File: config.mk
export PLATFORM = sky130hd
export DESIGN_NAME = ioctl_download_master
export DESIGN_NICKNAME = d
export VERILOG_FILES = /design/src/rtl/ioctl_download_master.sv
export SDC_FILE = /design/constraint.sdc
export NUM_CORES = 1
export LEC_CHECK = 0
export BUFFER_PORTS_ARGS = -buffer_cell sky130_fd_sc_hd__buf_4
export CORE_ASPECT_RATIO = 0.7
export CORE_UTILIZATION = 51
export CTS_CLUSTER_DIAMETER = 80
export DETAILED_ROUTE_END_ITERATION = 16
export GPL_TIMING_DRIVEN = 0
export PLACE_DENSITY = 0.77
export SLEW_MARGIN = 20
export SYNTH_ARGS = -nofsm -noshare
export SYNTH_HDL_FRONTEND = slang
export SYNTH_SLANG_ARGS = --single-unit
File: constraint.sdc
create_clock -name clk_sys -period 2.4 [get_ports clk_sys]
set_input_delay 0 -clock clk_sys [delete_from_list [all_inputs] [get_ports clk_sys]]
set_output_delay 0 -clock clk_sys [all_outputs]
set_load 0.1 [all_outputs]
File: src/rtl/ioctl_download_master.sv
// Initiator for the emu ioctl download port: replays a valid/ready byte stream
// as a framed download with setup, inter-write gap and hold timing.
module ioctl_download_master #(
   parameter int ADDR_W    = 25,
   parameter int SETUP_CYC = 4,
   parameter int GAP_CYC   = 2,
   parameter int HOLD_CYC  = 4
) (
   input  logic              clk_sys,
   input  logic              reset_n,
   input  logic              start,
   input  logic [7:0]        index,
   input  logic [ADDR_W-1:0] length,
   input  logic              abort,
   input  logic              s_valid,
   input  logic [7:0]        s_data,
   output logic              s_ready,
   output logic              ioctl_download,
   output logic              ioctl_wr,
   output logic [ADDR_W-1:0] ioctl_addr,
   output logic [7:0]        ioctl_dout,
   output logic [7:0]        ioctl_index,
   input  logic              ioctl_wait,
   output logic              busy,
   output logic              done
);

   localparam int CNT_W = 8;
   localparam logic [CNT_W-1:0] SETUP_LAST = CNT_W'(SETUP_CYC - 1);
   localparam logic [CNT_W-1:0] GAP_LAST   = CNT_W'(GAP_CYC - 1);
   localparam logic [CNT_W-1:0] HOLD_LAST  = CNT_W'(HOLD_CYC - 1);

   typedef enum logic [2:0] {IDLE, SETUP, FETCH, WRITE, GAP, HOLD} state_t;

   state_t            state;
   logic [ADDR_W-1:0] remaining;
   logic [CNT_W-1:0]  cnt;

   // Single registered FSM; ioctl_wr and done default low so they only pulse.
   always_ff @(posedge clk_sys or negedge reset_n) begin
      if (!reset_n) begin
         state          <= IDLE;
         remaining      <= '0;
         cnt            <= '0;
         s_ready        <= 1'b0;
         ioctl_download <= 1'b0;
         ioctl_wr       <= 1'b0;
         ioctl_addr     <= '0;
         ioctl_dout     <= '0;
         ioctl_index    <= '0;
         busy           <= 1'b0;
         done           <= 1'b0;
      end else begin
         ioctl_wr <= 1'b0;
         done     <= 1'b0;
         if (abort && state != IDLE) begin
            state          <= IDLE;
            remaining      <= '0;
            cnt            <= '0;
            s_ready        <= 1'b0;
            ioctl_download <= 1'b0;
            busy           <= 1'b0;
         end else begin
            case (state)
               IDLE: begin
                  if (start) begin
                     ioctl_index    <= index;
                     remaining      <= length;
                     ioctl_addr     <= '0;
                     cnt            <= '0;
                     ioctl_download <= 1'b1;
                     busy           <= 1'b1;
                     state          <= SETUP;
                  end
               end
               SETUP: begin
                  if (cnt == SETUP_LAST) begin
                     cnt <= '0;
                     if (remaining == '0) begin
                        state <= HOLD;
                     end else begin
                        state   <= FETCH;
                        s_ready <= 1'b1;
                     end
                  end else begin
                     cnt <= cnt + 1'b1;
                  end
               end
               FETCH: begin
                  if (s_valid && s_ready) begin
                     ioctl_dout <= s_data;
                     s_ready    <= 1'b0;
                     state      <= WRITE;
                  end
               end
               WRITE: begin
                  if (!ioctl_wait) begin
                     ioctl_wr  <= 1'b1;
                     remaining <= remaining - 1'b1;
                     cnt       <= '0;
                     state     <= GAP;
                  end
               end
               GAP: begin
                  // Address only advances when another byte follows, so it ends on length-1.
                  if (cnt == '0 && remaining != '0)
                     ioctl_addr <= ioctl_addr + 1'b1;
                  if (cnt == GAP_LAST) begin
                     cnt <= '0;
                     if (remaining != '0) begin
                        state   <= FETCH;
                        s_ready <= 1'b1;
                     end else begin
                        state <= HOLD;
                     end
                  end else begin
                     cnt <= cnt + 1'b1;
                  end
               end
               HOLD: begin
                  if (cnt == HOLD_LAST) begin
                     cnt            <= '0;
                     ioctl_download <= 1'b0;
                     busy           <= 1'b0;
                     done           <= 1'b1;
                     state          <= IDLE;
                  end else begin
                     cnt <= cnt + 1'b1;
                  end
               end
               default: state <= IDLE;
            endcase
         end
      end
   end

endmodule

; ---- Word level (Yosys, flattened, before mapping)
; Index checks and enable logic that the tools add are counted.
[word_totals]
romBits = 0
in_bits = 47
mem_count = 0
latchBits = 0
mem_bits_rw = 0
ff_bits = 81
out_inout_bits = 46
[op_classes]
reduce_logical = 22
eq_ne = 17
muxes = 40
n_mul = 0
magnitude_cmp = 0
div = 0
n_addsub = 3
shift = 0
bitwise_logic = 1
[op_table]
columns = cell, n
row1 = $mux 25, 5
row2 = $pmux 25 s2, 2
row3 = $mux 8, 5
row4 = $pmux 8 s4, 1
row5 = $mux 3, 9
row6 = $add 25x1->25 const B, 1
row7 = $logic_not 25->1, 1
row8 = $reduce_bool 25->1, 1
row9 = $sub 25x1->25 const B, 1
row10 = $ne 3x3->1 const B, 8
row11 = $pmux 3 s6, 1
row12 = $mux 1, 15
row13 = $reduce_and 3->1, 5
row14 = $reduce_and 6->1, 2
row15 = $reduce_bool 3->1, 3
row16 = $add 8x1->8 const B, 1
row17 = $eq 8x1->1 const B, 1
row18 = $eq 8x2->1 const B, 1
row19 = $logic_not 8->1, 1
row20 = $eq 3x2->1 const B, 2
row21 = $eq 3x3->1 const B, 2
row22 = $reduce_bool 5->1, 1
row23 = $ne 2x2->1 const B, 2
row24 = $reduce_and 4->1, 1
row25 = 9 further kinds, 11

; ---- Depth between registers and ports, before layout
[logic_depth]
ltp_word = 5
ltp_mapped = 9
mapped_depth_nobuf = 7

; ---- Worst setup path before layout
; No wires, ideal clock.
[synth_timing]
path_kind = register -> register
from = register ioctl_addr[5]
to = register ioctl_addr[19]
setup_slack_ns = -0.136
t_arrival_ns = 2.458
n_path_buf = 0
period_less_slack_ns = 2.536
path_stages_with_launch = 6
required_ns = 2.322
cell_sequence = dfrtp_1 > nand4_1 > nor2_1 > nand4_1 > or4_1 > a21oi_1
[synth_between]
elab_chain_cells = 3
[synth_rtl]
columns = element, line_no
row1 = from (decl), 20  ; output logic [ADDR_W-1:0] ioctl_addr,
row2 = from (signal assigned), 107  ; ioctl_addr <= ioctl_addr + 1'b1;
row3 = $add 25x1->25, 107
row4 = $mux 25, 106  ; if (cnt == '0 && remaining != '0)
row5 = $pmux 25 s2, 64  ; case (state)
; Every way passes these cells. The select of a mux whose other input is x is not followed.
; A chain may end at the register's enable or synchronous reset.

; ---- Worst setup path after layout
[layout_timing]
from = register remaining[11]
to = register ioctl_addr[10]
[layout_between]
elab_chain_cells = 4
[layout_rtl]
columns = element, line_no
row1 = from (decl), 36  ; logic [ADDR_W-1:0] remaining;
row2 = from (signal assigned), 68  ; remaining <= length;
row3 = from (signal assigned), 99  ; remaining <= remaining - 1'b1;
row4 = $reduce_bool 25->1, 106
row5 = $logic_and 1x1->1, 106
row6 = $ne 2x2->1 (no source line), --
row7 = $reduce_and 4->1 (no source line), --
; Every way passes these cells.

==> results.toml <==
[status]
status = "finished clean"

[sta]
final_max_slew_viol_count = 0
worst_pin_slew_ns = 0.733
clock_skew_ns = 0.00545
hold-worst-slack_ns = 0.00421
period_minus_slack_ns = 2.33
worst_slack_ns = 0.0677
slew_headroom = 0.499
hold_viol = 0
fmax_ghz = 0.429
finalCritPeriodShare = 0.972
setup_violations = 0

[synthesis]
syn-cell-area_sq_um = 4820
ys_ff_latch = 81
yosys-top-cells-area = "dfrtp_1, a21oi_1, nand2_1"
async_flop_share = 1.00
synth_top_cell_area_share = 0.421
synth_top_area_cell = "dfrtp_1"
yosysUniqueCellTypes = 70
syn-num-nets = 609
synthFlopType = "dfrtp_1"
synth_edf_count = 0
synth_cells = 556
ys_seq_area_frac = 0.421
syn_area_per_cell_sq_um = 8.67
yosysWarnings = 0

[floorplan]
num_io_pins = 93
num_rows = 29
start_util = 0.529
die_height_microns = 83.3
coreArea_sq_um = 9110
fp.dieW_microns = 118
die_area_sq_um = 9850

[critical_path]
worstPathCellList = "or4_4 -> or2_1 -> nor4_4 -> buf_6 -> buf_6 -> nor3_1 -> o21a_1"
cp.required_ns = 2.63
critPathMaxStageDelay_ns = 0.56
worstPathMaxFanout = 10
reg2reg_slack_ns = 0.07
worst_setup_path_end_kind = "flip-flop"
cp_common_cell = "buf_6"
start_kind = "flip-flop"
cp_slowest_cell = "or4_4"
critPathArrivalTime_ns = 2.56
crit_type = "reg -> reg"

[placement]
place.gp.congestion = 0.917
port_buffers = 91
dp_slack_ns = -0.348
dp_hpwl_microns = 9940

[cts]
clock-sinks = 81
numCtsBuffers = 9
tritoncts = "yes"
clk_path_buf_depth = 2
clk_latency_ns = 0.34
clkTransAtPathRegs_ns = 0.06
htree_levels = 3
root_buffer = "clkbuf_16"

[route]
viasPerCell = 6.23
dr.pass1.iters = 5
wire_per_inst_microns = 17.9
drt_wl_total_microns = 14900
drc_errors = 0
drt.antenna.violating_nets = 0
via_count = 5180
drt-initial-drc-count = 644

[global_route]
grt_max_degree = 82
grt_pass1_wl_microns = 23600
grt-ovfl-total = 0
grt_usage = 0.301
antenna_found_initial = 0
grt_pass1_vias = 4740

[power_and_ir_drop]
ir_worst_vdd_v = 0.000630
power_leakage_nw = 2.87
p_total_mw = 7.71
p_per_area_nw_per_um2 = 1180

[worst_hold_path]
hold_path_class = "in -> reg"

[layout]
final_util = 0.715
nets = 756
n_antenna_cell = 0
drive_above_1_share = 0.250
nFillCells = 681
area_growth_pct = 35.2

[flow_run]
drv_cap = 0
## worst paths after layout
kind / startpoint / end / cells after the start
min in group asynchronous: reset_n / ioctl_addr[20] / 2
worst max register to register: remaining[11] / ioctl_addr[10] / 7
worst min register to register: ioctl_index[5] / ioctl_index[5] / 2
worst max-delay path: remaining[11] / ioctl_addr[10] / 7
worst min-delay path: length[0] / remaining[0] / 3
max in group asynchronous: reset_n / state[0] / 2
## sequential cells by signal (all words and copies together), names as in the netlist
name / count
busy: 1
cnt: 8
done: 1
ioctl_addr: 25
ioctl_dout: 8
ioctl_index: 8
ioctl_wr: 1
remaining: 25
s_ready: 1
state: 3
## routing by layer
| layer | global-route usage | vias to the layer above | share of wire |
|---|---|---|---|
| li1 | - | 2383 | - |
| met1 | 0.433 | 2433 | 0.42 |
| met2 | 0.454 | 325 | 0.46 |
| met3 | 0.0666 | 39 | 0.11 |
| met4 | 0.0839 | 0 | 0.016 |
| met5 | 0 | - | 0 |
## metrics by stage
stage	instance area, sq um	TNS (ns)	instances
5_1_grt	6510	-0.0222	831
3_5_place_dp	5660	-2.02	771
3_3_place_gp	5660	-1.47	771
6_report	6510	0	831
4_1_cts	6340	0	820
2_1_floorplan	4830	0	556
## what timing repair did
action | in CTS | in global routing
hold endpoints to repair | 113 | 0
setup buffers | 1 | 12
resized for setup | 8 | 30
hold buffers | 33 | 0
pin swaps | 2 | 6
setup endpoints to repair | 26 | 54
## worst max-delay path: cells and delay by family (launching register included)
family | cells | cell delay (ns)
flops | 1 | 0.44
simple gates | 4 | 1.29
compound gates | 1 | 0.18
buf+inv | 2 | 0.31
## layout make-up
class                   count  area, sq um  area share
plain buffers              36          189      0.0290
clock buffers              10          239      0.0367
clock inverters             5         56.3     0.00864
inverters                  14         52.6     0.00807
multi-input cells         424         2660       0.408
flip-flops and latches     81         2040       0.313
well taps                 124          155      0.0238
repair buffers            137         1130       0.173
## report_power, final
group	switching [mW]	leakage [nW]	internal [mW]
logic	2.90	1.66	1.32
registers	0.384	1.07	1.74
clock network	0.538	0.144	0.825
## Yosys cell counts, types with 3 or more instances
library cell	instances
o31ai_1	18
clkbuf_1	26
nor3_1	14
or4_1	19
mux2_2	9
or3_1	9
buf_2	7
a31oi_1	13
or2_1	3
o21ai_0	38
a22o_1	5
inv_1	14
nand4_1	17
a22oi_1	4
a21oi_1	45
dfrtp_1	81
o21a_1	5
nor2_1	45
nor4_1	3
nand3_1	23
nand2b_1	5
and3_1	14
o21ai_1	16
ha_1	6
nand2_1	54
## cell usage in the layout, fill, tap and decap left out, types with 5 or more instances in the layout
master	synthesis	layout
mux2_2	9	9
a21oi_1	45	44
o31ai_1	18	16
inv_1	14	14
buf_4	2	105
nand4_1	17	17
o21a_1	5	5
ha_1	6	6
or3_1	9	9
a22o_1	5	5
nand2b_1	5	5
or4_1	19	18
dfrtp_1	81	73
o21ai_0	38	38
nand3_1	23	22
clkbuf_2	0	8
o21ai_1	16	15
nor2_1	45	45
clkbuf_1	26	17
dfrtp_2	0	8
dlygate4sd3_1	0	33
and3_1	14	14
clkbuf_16	0	9
a31oi_1	13	13
nand2_1	54	54
nor3_1	14	13
## cells by family (layout without fill, tap and decap cells)
family | after synthesis | in the layout | synth area share
multiplexers | 11 | 11 | 0.0254
AO/OA/AOI/OAI | 171 | 171 | 0.220
AND/OR/NAND/NOR | 232 | 232 | 0.266
XOR/XNOR | 4 | 4 | 0.00727
flip-flops | 81 | 81 | 0.421
buffers and inverters | 51 | 202 | 0.0447
adder cells (fa/ha/maj) | 6 | 6 | 0.0156
Note: power is estimated with default switching activity, not from simulation.
